<file path="config.mk">
export PLATFORM = sky130hd
export DESIGN_NAME = stream_fifo_flat
export DESIGN_NICKNAME = d
export VERILOG_FILES = /design/src/rtl/stream_pkg.sv /design/src/rtl/stream_fifo_if.sv /design/src/rtl/stream_fifo_outreg.sv /design/src/rtl/stream_fifo.sv /design/src/flat_wrapper.sv
export SDC_FILE = /design/constraint.sdc
export NUM_CORES = 1
export LEC_CHECK = 0
export BUFFER_PORTS_ARGS = -buffer_cell sky130_fd_sc_hd__buf_2
export CORE_UTILIZATION = 63
export CTS_CLUSTER_SIZE = 25
export DETAILED_ROUTE_END_ITERATION = 10
export GPL_ROUTABILITY_DRIVEN = 0
export PLACE_DENSITY = 0.77
export SETUP_SLACK_MARGIN = 0.1
export SLEW_MARGIN = 20
export SYNTH_ARGS = -nofsm -noshare
export SYNTH_HDL_FRONTEND = slang
export SYNTH_SLANG_ARGS = --single-unit
</file>
<file path="constraint.sdc">
create_clock -name clk -period 4.8 [get_ports clk]
set_input_delay 0.96 -clock clk [delete_from_list [all_inputs] [get_ports clk]]
set_output_delay 0.96 -clock clk [all_outputs]
set_load 0.05 [all_outputs]
</file>
<file path="src/rtl/stream_pkg.sv">
// Shared definitions for the stream FIFO slice: EOT bit positions and
// occupancy counter sizing.
package stream_pkg;

    localparam int EOT_LINE = 0;

    function automatic int eot_frame_idx(input int w_eot);
        return w_eot - 1;
    endfunction

    // Occupancy must hold DEPTH memory entries plus one output-slot beat.
    function automatic int count_width(input int depth);
        return $clog2(depth) + 2;
    endfunction

endpackage

</file>
<file path="src/rtl/stream_fifo_if.sv">
// Valid/ready beat stream with data and EOT sideband.
interface stream_fifo_if
    import stream_pkg::*;
#(
    parameter int W_DATA = 8,
    parameter int W_EOT  = 2
);
    logic              valid;
    logic              ready;
    logic [W_DATA-1:0] data;
    logic [W_EOT-1:0]  eot;

    modport master (output valid, output data, output eot, input ready);
    modport slave  (input valid, input data, input eot, output ready);

endinterface

</file>
<file path="src/rtl/stream_fifo_outreg.sv">
// Registered output slot: refills from memory whenever empty or being consumed.
module stream_fifo_outreg
    import stream_pkg::*;
#(
    parameter int WB = 10
) (
    input  logic          clk,
    input  logic          rst_n,
    input  logic          clear,
    input  logic          avail,
    input  logic          ready,
    input  logic [WB-1:0] beat,
    output logic          valid,
    output logic          load,
    output logic          valid_nxt,
    output logic [WB-1:0] beat_out
);

    logic          valid_r;
    logic [WB-1:0] beat_r;
    logic          consume_s;
    logic          load_s;
    logic          valid_nxt_s;

    assign consume_s = valid_r & ready;
    assign load_s    = (~valid_r | consume_s) & avail & ~clear;

    // Next slot occupancy; a clear empties the slot even if a load was possible
    always_comb begin
        valid_nxt_s = valid_r;
        if (clear) begin
            valid_nxt_s = 1'b0;
        end else if (load_s) begin
            valid_nxt_s = 1'b1;
        end else if (consume_s) begin
            valid_nxt_s = 1'b0;
        end else begin
            valid_nxt_s = valid_r;
        end
    end

    // Slot valid and beat registers
    always_ff @(posedge clk or negedge rst_n) begin
        if (!rst_n) begin
            valid_r <= 1'b0;
            beat_r  <= '0;
        end else begin
            valid_r <= valid_nxt_s;
            if (load_s) begin
                beat_r <= beat;
            end
        end
    end

    assign valid     = valid_r;
    assign load      = load_s;
    assign valid_nxt = valid_nxt_s;
    assign beat_out  = beat_r;

endmodule

</file>
<file path="src/rtl/stream_fifo.sv">
// Stream FIFO with zero preload, flush (explicit or on frame EOT), registered
// occupancy/threshold flags and an optional registered output slot.
module stream_fifo
    import stream_pkg::*;
#(
    parameter int W_DATA       = 8,
    parameter int W_EOT        = 2,
    parameter int DEPTH        = 32,
    parameter int PRELOAD      = 4,
    parameter int AF_LEVEL     = DEPTH - 2,
    parameter int AE_LEVEL     = 2,
    parameter int FLUSH_ON_EOT = 1,
    parameter int OUT_REG      = 0
) (
    input  logic                          clk,
    input  logic                          rst_n,
    input  logic                          flush,
    stream_fifo_if.slave                  din,
    stream_fifo_if.master                 dout,
    output logic [count_width(DEPTH)-1:0] count,
    output logic                          almost_full,
    output logic                          almost_empty
);

    localparam int AW        = $clog2(DEPTH);
    localparam int CW        = count_width(DEPTH);
    localparam int WB        = W_DATA + W_EOT;
    localparam int EOT_FRAME = eot_frame_idx(W_EOT);

    localparam logic [AW:0]   PTR_ONE     = {{AW{1'b0}}, 1'b1};
    localparam logic [AW:0]   PTR_PRELOAD = (AW+1)'(PRELOAD);
    localparam logic [CW-1:0] CNT_PRELOAD = CW'(PRELOAD);
    localparam logic [CW-1:0] AF_CMP      = CW'(AF_LEVEL);
    localparam logic [CW-1:0] AE_CMP      = CW'(AE_LEVEL);

    logic [WB-1:0] mem_r [DEPTH];
    logic [AW:0]   wr_ptr_r;
    logic [AW:0]   rd_ptr_r;
    logic [AW:0]   wr_ptr_nxt_s;
    logic [AW:0]   rd_ptr_nxt_s;
    logic [AW:0]   ptr_diff_s;
    logic [CW-1:0] count_r;
    logic [CW-1:0] count_nxt_s;
    logic          af_r;
    logic          ae_r;
    logic          mem_empty_s;
    logic          mem_full_s;
    logic          wr_acc_s;
    logic          wr_en_s;
    logic          rd_en_s;
    logic          flush_evt_s;
    logic          slot_valid_nxt_s;
    logic [WB-1:0] head_s;

    assign mem_empty_s = (wr_ptr_r == rd_ptr_r);
    assign mem_full_s  = (wr_ptr_r[AW] != rd_ptr_r[AW]) &&
                         (wr_ptr_r[AW-1:0] == rd_ptr_r[AW-1:0]);
    assign head_s      = mem_r[rd_ptr_r[AW-1:0]];

    // A frame-end beat that triggers a flush is consumed but never stored.
    assign wr_acc_s    = din.valid & din.ready;
    assign flush_evt_s = flush | ((FLUSH_ON_EOT != 0) & wr_acc_s & din.eot[EOT_FRAME]);
    assign wr_en_s     = wr_acc_s & ~flush_evt_s;

    generate
        if (OUT_REG != 0) begin : g_outreg
            logic          slot_valid_s;
            logic [WB-1:0] slot_beat_s;

            stream_fifo_outreg #(
                .WB (WB)
            ) u_outreg (
                .clk       (clk),
                .rst_n     (rst_n),
                .clear     (flush_evt_s),
                .avail     (~mem_empty_s),
                .ready     (dout.ready),
                .beat      (head_s),
                .valid     (slot_valid_s),
                .load      (rd_en_s),
                .valid_nxt (slot_valid_nxt_s),
                .beat_out  (slot_beat_s)
            );

            assign din.ready  = ~mem_full_s;
            assign dout.valid = slot_valid_s;
            assign dout.data  = slot_beat_s[WB-1:W_EOT];
            assign dout.eot   = slot_beat_s[W_EOT-1:0];
        end else begin : g_direct
            // When full, a concurrent read frees the entry being written.
            assign rd_en_s          = ~mem_empty_s & dout.ready;
            assign slot_valid_nxt_s = 1'b0;
            assign din.ready        = ~mem_full_s | dout.ready;
            assign dout.valid       = ~mem_empty_s;
            assign dout.data        = head_s[WB-1:W_EOT];
            assign dout.eot         = head_s[W_EOT-1:0];
        end
    endgenerate

    // Next pointer values; flush rewinds to the preloaded zero window
    always_comb begin
        wr_ptr_nxt_s = wr_ptr_r;
        rd_ptr_nxt_s = rd_ptr_r;
        if (flush_evt_s) begin
            wr_ptr_nxt_s = PTR_PRELOAD;
            rd_ptr_nxt_s = '0;
        end else begin
            wr_ptr_nxt_s = wr_en_s ? (wr_ptr_r + PTR_ONE) : wr_ptr_r;
            rd_ptr_nxt_s = rd_en_s ? (rd_ptr_r + PTR_ONE) : rd_ptr_r;
        end
    end

    // Difference taken at pointer width so wrap-around stays modulo 2*DEPTH.
    assign ptr_diff_s  = wr_ptr_nxt_s - rd_ptr_nxt_s;
    assign count_nxt_s = {1'b0, ptr_diff_s} + {{(CW-1){1'b0}}, slot_valid_nxt_s};

    // Pointers, occupancy and threshold flags
    always_ff @(posedge clk or negedge rst_n) begin
        if (!rst_n) begin
            wr_ptr_r <= PTR_PRELOAD;
            rd_ptr_r <= '0;
            count_r  <= CNT_PRELOAD;
            af_r     <= (CNT_PRELOAD >= AF_CMP);
            ae_r     <= (CNT_PRELOAD <= AE_CMP);
        end else begin
            wr_ptr_r <= wr_ptr_nxt_s;
            rd_ptr_r <= rd_ptr_nxt_s;
            count_r  <= count_nxt_s;
            af_r     <= (count_nxt_s >= AF_CMP);
            ae_r     <= (count_nxt_s <= AE_CMP);
        end
    end

    // Beat storage; flush rewrites the preload window with zero beats
    always_ff @(posedge clk or negedge rst_n) begin
        if (!rst_n) begin
            for (int i = 0; i < DEPTH; i++) begin
                mem_r[i] <= '0;
            end
        end else if (flush_evt_s) begin
            for (int i = 0; i < PRELOAD; i++) begin
                mem_r[i] <= '0;
            end
        end else if (wr_en_s) begin
            mem_r[wr_ptr_r[AW-1:0]] <= {din.data, din.eot};
        end
    end

    assign count        = count_r;
    assign almost_full  = af_r;
    assign almost_empty = ae_r;

endmodule

</file>
<file path="src/flat_wrapper.sv">
// flat-port wrapper written by rule: the top's interface ports become plain ports
module stream_fifo_flat import stream_pkg::*;
#(
    parameter int W_DATA       = 8,
    parameter int W_EOT        = 2,
    parameter int DEPTH        = 32,
    parameter int PRELOAD      = 4,
    parameter int AF_LEVEL     = DEPTH - 2,
    parameter int AE_LEVEL     = 2,
    parameter int FLUSH_ON_EOT = 1,
    parameter int OUT_REG      = 0
)
  (clk, rst_n, flush, count, almost_full, almost_empty, din_valid, din_data, din_eot, din_ready, dout_valid, dout_data, dout_eot, dout_ready);
  stream_fifo_if #(.W_DATA(W_DATA), .W_EOT(W_EOT)) din_i ();
  stream_fifo_if #(.W_DATA(W_DATA), .W_EOT(W_EOT)) dout_i ();
  input  logic clk;
  input  logic rst_n;
  input  logic flush;
  output logic [count_width(DEPTH)-1:0] count;
  output logic almost_full;
  output logic almost_empty;
  input wire logic [$bits(din_i.valid)-1:0] din_valid;
  input wire logic [$bits(din_i.data)-1:0] din_data;
  input wire logic [$bits(din_i.eot)-1:0] din_eot;
  output wire logic [$bits(din_i.ready)-1:0] din_ready;
  output wire logic [$bits(dout_i.valid)-1:0] dout_valid;
  output wire logic [$bits(dout_i.data)-1:0] dout_data;
  output wire logic [$bits(dout_i.eot)-1:0] dout_eot;
  input wire logic [$bits(dout_i.ready)-1:0] dout_ready;
  assign din_i.valid = din_valid;
  assign din_i.data = din_data;
  assign din_i.eot = din_eot;
  assign din_ready = din_i.ready;
  assign dout_valid = dout_i.valid;
  assign dout_data = dout_i.data;
  assign dout_eot = dout_i.eot;
  assign dout_i.ready = dout_ready;
  stream_fifo #(.W_DATA(W_DATA), .W_EOT(W_EOT), .DEPTH(DEPTH), .PRELOAD(PRELOAD), .AF_LEVEL(AF_LEVEL), .AE_LEVEL(AE_LEVEL), .FLUSH_ON_EOT(FLUSH_ON_EOT), .OUT_REG(OUT_REG)) u_core (.clk(clk), .rst_n(rst_n), .flush(flush), .din(din_i), .dout(dout_i), .count(count), .almost_full(almost_full), .almost_empty(almost_empty));
endmodule
</file>
---- Yosys cells after proc, flatten, opt, wreduce, memory -nomap -nowiden ----
Index checks and enable logic that the tools add are counted.
operators by class
  multiplexer cells ....................... 12
  add/subtract/negate cells ............... 3
  $lt $le $gt $ge ......................... 5
  eq/ne operators ......................... 3
  reductions and logical operators ........ 4
  bitwise logic cells ..................... 11
operators by type and width
  operator             number
  $bwmux 320           1
  $mux 320             1
  $bmux 10 s5          1
  $demux 10 s5         1
  $mux 40              1
  $mux 10              3
  $mux 6               4
  $add 6x1->6 const B  2
  $ge 6x6->1 const B   2
  $not 5->6            2
  $eq 6x6->1           1
  $ge 6x5->1 const B   1
  $le 6x2->1 const B   1
  $lt 6x1->1 const B   1
  $sub 6x6->6          1
  $eq 5x5->1           1
  $and 1x1->1          4
  $not 1->1            3
  $logic_and 1x1->1    2
  $or 1x1->1           2
  $reduce_and 2->1     1
  $reduce_bool 2->1    1
  $ne 1x1->1           1
word-level totals
  output and inout port bits .............. 21
  register bits ........................... 340
  logic and storage cells ................. 75

---- Logic depth before layout (Yosys ltp) ----
Gate-level depths: netlist of the first run.
  depth after elaboration ................. 13
  mapped depth ............................ 16

---- Worst setup path after synthesis of the first run ----
OpenSTA, ideal clock, no wires.
  path type ............................... input -> register
  start ................................... in dout_ready
  end ..................................... reg u_core.af_r (netlist: u_core.almost_full)
  slack ................................... 0.874 ns
  stages .................................. 14
  arrival time ............................ 3.846 ns
  required time ........................... 4.721 ns
  cell sequence ........................... nor4_2 -> a21oi_1 -> a21o_1 -> clkbuf_1 -> nor2_1 -> ha_1 -> inv_1 -> fa_1 -> a21o_1 -> a21oi_1 -> xnor2_1 -> nor4b_1 -> nor3_1 -> mux2i_1
RTL lines
  what                              RTL line            text
  from (decl)                       flat_wrapper.sv:29  input wire logic [$bits(dout_i.ready)-1:0] dout_ready;
  $or 1x1->1                        stream_fifo.sv:93   assign din.ready = ~mem_full_s | dout.ready;
  $and 1x1->1                       stream_fifo.sv:61   assign wr_acc_s = din.valid & din.ready;
  $and 1x1->1                       stream_fifo.sv:62   assign flush_evt_s = flush | ((FLUSH_ON_EOT != 0) & wr_acc_s & din.eot[EOT_FRAME]);
  $or 1x1->1                        stream_fifo.sv:62
  $mux 6 (*)                        stream_fifo.sv:104  if (flush_evt_s) begin
  named net u_core.rd_ptr_nxt_s[0]  stream_fifo.sv:40   logic [AW:0] rd_ptr_nxt_s;
  $sub 6x6->6 (*)                   stream_fifo.sv:114  assign ptr_diff_s = wr_ptr_nxt_s - rd_ptr_nxt_s;
  named net u_core.count_nxt_s[4]   stream_fifo.sv:43   logic [CW-1:0] count_nxt_s;
  $ge 6x5->1 (*)                    stream_fifo.sv:129  af_r <= (count_nxt_s >= AF_CMP);
  to (signal assigned)              stream_fifo.sv:123  af_r <= (CNT_PRELOAD >= AF_CMP);
  to (signal assigned)              stream_fifo.sv:129
  to (decl)                         stream_fifo.sv:44   logic af_r;
The timed path passes the listed nets; every way through them passes the cells marked *.
A chain may end at the register's enable or synchronous reset.

---- Worst setup path in the final report of the first run ----
  start ................................... reg u_core.rd_ptr_r[0]
  end ..................................... out dout_data[4]
on the way
  word-level cells in the longest chain between the ends .. 4
RTL lines
  what                                        RTL line            text
  from (decl)                                 stream_fifo.sv:38   logic [AW:0] rd_ptr_r;
  from (signal assigned)                      stream_fifo.sv:127  rd_ptr_r <= rd_ptr_nxt_s;
  $not 5->6 (implied by the code)             stream_fifo.sv:58   assign head_s = mem_r[rd_ptr_r[AW-1:0]];
  $bmux 10 s5                                 stream_fifo.sv:58
  $mux 10 (implied by the code) (2 in a row)  stream_fifo.sv:58
  to (decl)                                   flat_wrapper.sv:27  output wire logic [$bits(dout_i.data)-1:0] dout_data;
Every way passes these cells. The select of a mux whose other input is x is not followed.

==> flow_metrics.tcl, run 1 <==
set metrics [dict create \
    hold_path_depth 1 \
    yosysTopAreaCell "dfrtp_1" \
    nets 1049 \
    grt_pass1_vias 9309 \
    ios 36 \
    critical_path_class "flip-flop to primary output" \
    slew-limit-headroom 0.381 \
    antenna_found_initial 0 \
    die_w_um 160 \
    overflow 0 \
    grt_pass1_wl_um 55400 \
    synthTopCellsByArea "dfrtp_1 54%, mux2_2 19%, mux4_2 14%" \
    r2r_slack_ps 720 \
    fp-row-count 57 \
    cts.sinks 340 \
    wl_per_cell_um 25.5 \
    via_per_inst 6.46 \
    area_growth_pct 10.6 \
    detail-route-antenna-nets 0 \
    clock.fmax_mhz 235 \
    netlist.area_leader.share 0.538 \
    ys_seq_elements 340 \
    layout_common_cells "336 x dfrtp_1, 262 x mux2_2, 100 x mux4_2" \
    hpwl_um 21100 \
    p_leak_uw 0.00816 \
    worstSetupEndpointType "primary output" \
    drt_iter0_drc 790 \
    ys.flop_type "dfrtp_1" \
    cts_htree_levels 2 \
    die_y_um 160 \
    hold_start "u_core.mem_r[291]" \
    finalSetupViolations 0 \
    route.detailed.drc 0 \
    cellPowerDensity_nw_per_um2 354 \
    vias 8870 \
    multi_input_area_um2 6880 \
    cap_violations 0 \
    status "finished clean" \
    critPathRequiredTime_ps 3840 \
    dieArea_um2 25600 \
    n_fill_cell 1612 \
    ff_latch_area_um2 8520 \
    dr.pass1.iters 5 \
    final_common_cell "dfrtp_1" \
    grt_max_degree 115 \
    min_period_ps 4260 \
    tritoncts "yes" \
    synth-edff-count 0 \
    hold_end "u_core.mem_r[291]" \
    fin_tns_setup_ps 0 \
    rsz0062_at_grt "false" \
    cts_made_buffers 37 \
    r2r-end "u_core.almost_empty" \
    coreArea_um2 24400 \
    crit_fanout 84 \
    cts_resized 0 \
    cp-start-kind "flip-flop" \
    ir_drop_v 0.000246 \
    cts-root-to-sink-buffers 3 \
    r2r-start "u_core.wr_ptr_r[3]" \
    cts_hold_buf 0 \
    design_area_um2 17400 \
    syn_nets 1030 \
    clk-insertion-delay-late_ps 520 \
    skew_ps 10.7 \
    root_buffer "clkbuf_16" \
    dpl_cell_area_um2 16200 \
    synthDistinctLibCells 52 \
    hold_viol_final 0 \
    tightest_slew_ps 923 \
    netlist_area_um2 15700 \
    ys_warn_count 0 \
    report.final.slew_viol_count 0 \
    syn_avg_cell_area_um2 15.6 \
    post-cts-setup-buffers 0 \
    port_buffers 34 \
    grt_util_all_layers 0.289 \
    rr_worst_depth 12 \
    routed_wl_um 35000 \
    initial_core_util 0.644 \
    async_flop_share 1.00 \
    cp.arrival_ps 3300 \
    diodes 0 \
    clkSlewWorstSetupHoldPaths_ps 60 \
    synth_seq_area_share 0.542 \
    synth_cells 1004 \
    hold_class "flip-flop to flip-flop" \
    layout-drive-gt1-share 0.480 \
    fin_crit_sh 0.888 \
]
power breakdown:
part           total [µW]  internal (µW)  switching, µW
clock network        2850           1740           1110
registers            2940           2920           24.8
logic                 354            128            226
total                6150           4790           1360
state kept, by name, summed over array words and instances (netlist names):
register             count
u_core.almost_empty      1
u_core.almost_full       1
u_core.count             6
u_core.mem_r           320
u_core.rd_ptr_r          6
u_core.wr_ptr_r          6
worst max path at each step:
| stage | cells after the start | slack [ps] | startpoint | endpoint |
|---|---|---|---|---|
| 2_1_floorplan | 14 | 870 | dout_ready | u_core.almost_full |
| 3_3_place_gp | 12 | 480 | dout_ready | u_core.almost_empty |
| 3_5_place_dp | 12 | 350 | dout_ready | u_core.almost_empty |
| 4_1_cts | 5 | 560 | u_core.rd_ptr_r[0] | dout_data[5] |
| 5_1_grt | 12 | 350 | u_core.wr_ptr_r[3] | u_core.almost_empty |
| 6_report | 5 | 540 | u_core.rd_ptr_r[0] | dout_data[4] |
worst max-delay path, cell delays in order, from the launching register on:
cell and delay (ps):
dfrtp_4 430, buf_12 480, mux4_2 620, mux4_2 540
mux2_2 300, buf_2 220
cells in the mapped netlist (all sizes together), types with 5 or more instances:
cell type  number
dfrtp         338
mux2          262
mux4          100
clkbuf         36
o2bb2ai        36
nand2          35
buf            30
nor2           28
nor2b          18
and2           16
xor2           12
nand3          11
ha             10
inv             9
a21oi           6
nor3            6
or2             6
nor3b           5
xnor2           5
through the flow:
stage	hold WS [ps]	std cells	utilization	power, µW	setup WS (ps)
floorplan	448	1004	-	3220	874
global placement	465	1308	0.663	3350	481
detailed placement	465	1308	0.663	3350	349
CTS	484	1373	0.713	6190	556
global route	496	1373	0.713	6340	348
finish	483	1373	0.713	6150	538
layout make-up:
class / count / share of cell area
Inverter: 9 / 0.00194
Timing Repair Buffer: 46 / 0.0184
Clock buffer: 58 / 0.0637
Multi-Input combinational cell: 589 / 0.396
Tap cell: 324 / 0.0233
Sequential cell: 340 / 0.490
Clock inverter: 7 / 0.00655
routing by layer:
metal	global-route usage	wire length, µm
met1	0.422	15200
met4	0.0831	754
met3	0.0566	2310
met5	0	0
met2	0.450	16700
logic make-up after synthesis:
kind of cell | synth area share
other cells | 0.000239
fa+ha+maj | 0.00924
compound gates | 0.0300
buf+inv | 0.0205
flops | 0.542
simple gates | 0.0563
mux | 0.332
xor+xnor | 0.00948
No activity file was read; power rests on OpenSTA's default activity.
==> inputs of run 2 (changes only) <==
--- a/config.mk
+++ b/config.mk
@@ -6,11 +6,11 @@
 export NUM_CORES = 1
 export LEC_CHECK = 0
 export BUFFER_PORTS_ARGS = -buffer_cell sky130_fd_sc_hd__buf_2
-export CORE_UTILIZATION = 63
+export CORE_UTILIZATION = 57
 export CTS_CLUSTER_SIZE = 25
 export DETAILED_ROUTE_END_ITERATION = 10
 export GPL_ROUTABILITY_DRIVEN = 0
-export PLACE_DENSITY = 0.77
+export PLACE_DENSITY = 0.74
 export SETUP_SLACK_MARGIN = 0.1
 export SLEW_MARGIN = 20
 export SYNTH_ARGS = -nofsm -noshare
==> constraint.sdc (replaced) <==
create_clock -name clk -period 3.9 [get_ports clk]
set_input_delay 0.78 -clock clk [delete_from_list [all_inputs] [get_ports clk]]
set_output_delay 0.78 -clock clk [all_outputs]
set_load 0.05 [all_outputs]
==> flow_metrics.tcl, run 2 (synthesis gave the netlist of run 1 again) <==
set metrics [dict create \
    crit_fanout 20 \
    dr.pass1.iters 7 \
    dieArea_um2 28200 \
    grt_util_all_layers 0.275 \
    clkPwrFrac 0.470 \
    netSwitchingPower_uw 1730 \
    diodes 0 \
    nets 1076 \
    port_buffers 34 \
    min_period_ps 3760 \
    seqPwrFrac 0.469 \
    max_flop_register "u_core.mem_r" \
    die_w_um 168 \
    report.final.slew_viol_count 0 \
    tritoncts "yes" \
    cap_violations 0 \
    drt_iter0_drc 594 \
    ir_drop_v 0.000290 \
    area_growth_pct 12.9 \
    wl_per_cell_um 25.9 \
    fin_tns_setup_ps 0 \
    finalSetupViolations 0 \
    largest_reg_flops 320 \
    layout_common_cells "335 x dfrtp_1, 262 x mux2_2, 100 x mux4_2" \
    cp.arrival_ps 2980 \
    cp-start-kind "flip-flop" \
    hold_viol_final 0 \
    critical_path_class "flip-flop to primary output" \
    antenna_found_initial 1 \
    wl_met3_um 2230 \
    worstSetupEndpointType "primary output" \
    startpoint "u_core.rd_ptr_r[0]" \
    die_y_um 168 \
    clock.fmax_mhz 266 \
    vias 9041 \
    initial_core_util 0.581 \
    fin_crit_sh 0.964 \
    hpwl_um 21600 \
    clkSlewWorstSetupHoldPaths_ps 60 \
    slew-limit-headroom 0.390 \
    overflow 0 \
    via_per_inst 6.38 \
    coreArea_um2 27000 \
    layout-drive-gt1-share 0.502 \
    routed_wl_um 36800 \
    place_inst 1349 \
    fp-row-count 60 \
    cts_hold_buf 0 \
    grt_pass1_wl_um 58000 \
    final_common_cell "dfrtp_1" \
    status "finished clean" \
    swShare 0.224 \
    tightest_slew_ps 916 \
    final_cells 1417 \
    cts_made_buffers 37 \
    ios 36 \
    cts-root-to-sink-buffers 3 \
    internal_power_uw 6000 \
    clk-insertion-delay-late_ps 530 \
    cts_htree_levels 2 \
    hold_class "primary input to async pin" \
    cts.sinks 340 \
    dr_wl_met2_um 17500 \
    grt_pass1_vias 9690 \
    grt_max_degree 108 \
    root_buffer "clkbuf_16" \
    skew_ps 13.9 \
    rsz0062_at_grt "true" \
    r2r-start "u_core.rd_ptr_r[0]" \
    pwr-share-comb 0.061 \
    drt-met1-wl_um 16000 \
    critPathRequiredTime_ps 3120 \
    p_leak_uw 0.00836 \
    top_layer "met5" \
    r2r_slack_ps 260 \
    r2r-end "u_core.almost_full" \
    route.detailed.drc 0 \
    cellPowerDensity_nw_per_um2 436 \
    detail-route-antenna-nets 0 \
    rr_worst_depth 16 \
]
## run 2: what timing repair did
| action | in CTS | in global routing |
|---|---|---|
| cloned | 0 | 2 |
| resized for setup | 1 | 2 |
| setup buffers | 0 | 1 |
| setup endpoints to repair | 3 | 6 |
## run 2: per-layer routing
| layer | GRT usage | vias to the layer above |
|---|---|---|
| met5 | 0 | - |
| met4 | 0.0905 | 2 |
| met3 | 0.0559 | 64 |
| met2 | 0.436 | 267 |
| met1 | 0.386 | 4867 |
| li1 | - | 3841 |
## run 2: critical path, stage by stage (launching register included)
cell	delay, ps
dfrtp_4	500
buf_12	140
clkbuf_16	230
mux4_2	530
mux4_2	520
mux2_2	310
buf_2	220
## run 2: per-stage QoR
stage           util  cell area [µm²]  hold WS [ps]  total power, µW  worst slack [ps]
2_1_floorplan      -            15700           448             3960               154
3_3_place_gp   0.606            16400           464             4140               164
3_5_place_dp   0.606            16400           467             4140              13.1
4_1_cts        0.653            17700           379             7770              85.0
5_1_grt        0.656            17700           376             7980              44.7
6_report       0.656            17700           297             7730               141
## run 2: power groups by stage
stage	Combinational [µW]	Sequential, µW	Clock, µW
floorplan	261	3700	0
global placement	452	3680	0
detailed placement	459	3690	0
CTS	461	3620	3680
global route	512	3630	3840
finish	471	3620	3630
## run 2: layout make-up
cell class | count | area (µm²)
clock buffers | 53 | 1140
clock inverters | 12 | 139
fillers | 1898 | 9290
inverters | 9 | 33.8
multi-input cells | 589 | 6880
flip-flops and latches | 340 | 8520
well taps | 341 | 427
repair buffers | 73 | 598
## run 2: worst max path at each step
stage | end | slack (ps) | cells past startpoint
after CTS | dout_eot[1] | 90 | 5
after global placement | u_core.almost_full | 160 | 15
final | dout_data[0] | 140 | 6
after floorplan | u_core.almost_full | 150 | 14
after global routing | u_core.almost_full | 40 | 16
after detailed placement | u_core.almost_empty | 10 | 12
==> inputs of run 3 (changes only) <==
--- a/config.mk
+++ b/config.mk
@@ -6,11 +6,13 @@
 export NUM_CORES = 1
 export LEC_CHECK = 0
 export BUFFER_PORTS_ARGS = -buffer_cell sky130_fd_sc_hd__buf_2
-export CORE_UTILIZATION = 57
+export CELL_PAD_IN_SITES_DETAIL_PLACEMENT = 0
+export CELL_PAD_IN_SITES_GLOBAL_PLACEMENT = 2
+export CORE_UTILIZATION = 42
 export CTS_CLUSTER_SIZE = 25
 export DETAILED_ROUTE_END_ITERATION = 10
 export GPL_ROUTABILITY_DRIVEN = 0
-export PLACE_DENSITY = 0.74
+export PLACE_DENSITY = 0.72
 export SETUP_SLACK_MARGIN = 0.1
 export SLEW_MARGIN = 20
 export SYNTH_ARGS = -nofsm -noshare
==> flow_metrics.tcl, run 3 (synthesis gave the netlist of run 1 again) <==
set metrics [dict create \
    finalSetupViolations 0 \
    overflow 0 \
    swShare 0.226 \
    cap_violations 0 \
    tritoncts "yes" \
    drt_iter0_drc 410 \
    grt_pass1_wl_um 61300 \
    cp.arrival_ps 2940 \
    die_w_um 195 \
    layout_common_cells "335 x dfrtp_1, 262 x mux2_2, 100 x mux4_2" \
    fin_crit_sh 0.955 \
    rsz0062_at_grt "false" \
    clk-insertion-delay-late_ps 530 \
    ir_drop_v 0.000284 \
    internal_power_uw 6030 \
    coreArea_um2 36700 \
    layout-drive-gt1-share 0.505 \
    pwr-share-comb 0.068 \
    ios 36 \
    postLayoutCoreUtil 0.496 \
    largest_reg_flops 320 \
    max_flop_register "u_core.mem_r" \
    r2r_slack_ps 350 \
    worstSetupEndpointType "primary output" \
    hold_class "primary input to async pin" \
    cts_made_buffers 39 \
    hold_viol_final 0 \
    startpoint "u_core.rd_ptr_r[0]" \
    seqPwrFrac 0.465 \
    slew-limit-headroom 0.451 \
    clock.fmax_mhz 268 \
    die_y_um 195 \
    root_buffer "clkbuf_16" \
    dr.pass1.iters 4 \
    port_buffers 34 \
    nets 1092 \
    dieArea_um2 38200 \
    final_common_cell "dfrtp_1" \
    cellPowerDensity_nw_per_um2 429 \
    cts_hold_buf 0 \
    critical_path_class "flip-flop to primary output" \
    cts.sinks 340 \
    via_per_inst 5.73 \
    clkPwrFrac 0.468 \
    fin_tns_setup_ps 0 \
    wl_per_cell_um 25.8 \
    fp-row-count 70 \
    tightest_slew_ps 823 \
    n_fill_cell 3108 \
    detail-route-antenna-nets 0 \
    report.final.slew_viol_count 0 \
    vias 8943 \
    skew_ps 17.8 \
    cts-root-to-sink-buffers 3 \
    p_leak_uw 0.00847 \
    route.detailed.drc 0 \
    critPathRequiredTime_ps 3120 \
    routed_wl_um 40300 \
    area_growth_pct 15.8 \
    min_period_ps 3720 \
    netSwitchingPower_uw 1760 \
    antenna_found_initial 0 \
    diodes 0 \
    cp-start-kind "flip-flop" \
    grt_max_degree 99 \
    grt_util_all_layers 0.217 \
    r2r-start "u_core.rd_ptr_r[0]" \
    grt_pass1_vias 9426 \
    hpwl_um 23700 \
    status "finished clean" \
    clkSlewWorstSetupHoldPaths_ps 60 \
    crit_fanout 7 \
    cts_htree_levels 2 \
    initial_core_util 0.428 \
]
run 3: final timing paths:
path                            cells past startpoint                 end
worst max-delay path                                7        dout_data[4]
worst min-delay path                                1   u_core.mem_r[231]
worst max register to register                     16  u_core.almost_full
worst min register to register                      1   u_core.mem_r[301]
max in group asynchronous                           2   u_core.mem_r[127]
min in group clk                                    1   u_core.mem_r[301]
run 3: final cells by class:
class	count	area (µm²)	area share
Clock inverter	6	80.1	0.00440
Multi-Input combinational cell	589	6900	0.379
Tap cell	468	586	0.0322
Sequential cell	340	8520	0.468
Inverter	9	33.8	0.00186
Timing Repair Buffer	87	872	0.0479
Clock buffer	63	1200	0.0659
run 3: power by group through the flow:
stage,Sequential [µW],Combinational (µW),Clock [µW]
6_report,3620,527,3650
5_1_grt,3630,572,3890
4_1_cts,3630,490,3740
3_5_place_dp,3690,468,0
3_3_place_gp,3680,467,0
2_1_floorplan,3700,261,0
run 3: critical path: stages, from the launching register on:
cell	delay [ps]
dfrtp_4	500
buf_12	160
buf_12	130
clkbuf_16	170
mux4_2	440
mux4_2	540
mux2_2	300
buf_6	150
run 3: through the flow:
stage / setup slack, ps / total power (µW) / hold WS (ps) / cells / cell area (µm²)
6_report: 175 / 7800 / 291 / 1562 / 18200
5_1_grt: 77.7 / 8090 / 370 / 1562 / 18200
4_1_cts: 69.0 / 7860 / 340 / 1552 / 17900
3_5_place_dp: 65.0 / 4150 / 470 / 1480 / 16500
3_3_place_gp: 88.5 / 4150 / 466 / 1480 / 16500
2_1_floorplan: 154 / 3960 / 448 / 1004 / 15700
run 3: what timing repair did:
item                                    in CTS  in global routing
resized for setup                           10                 29
buffers inserted                             1                  5
pin swaps                                    0                  1
endpoints found under the setup margin      10                 13
gates cloned                                 2                  5
run 3: metal layers:
layer | track usage | vias to the layer above | wire (µm)
met5 | 0 | - | 0
met4 | 0.0455 | 0 | 599
met1 | 0.320 | 4861 | 19100
met2 | 0.339 | 169 | 18900
met3 | 0.0368 | 36 | 1710
li1 | - | 3877 | -
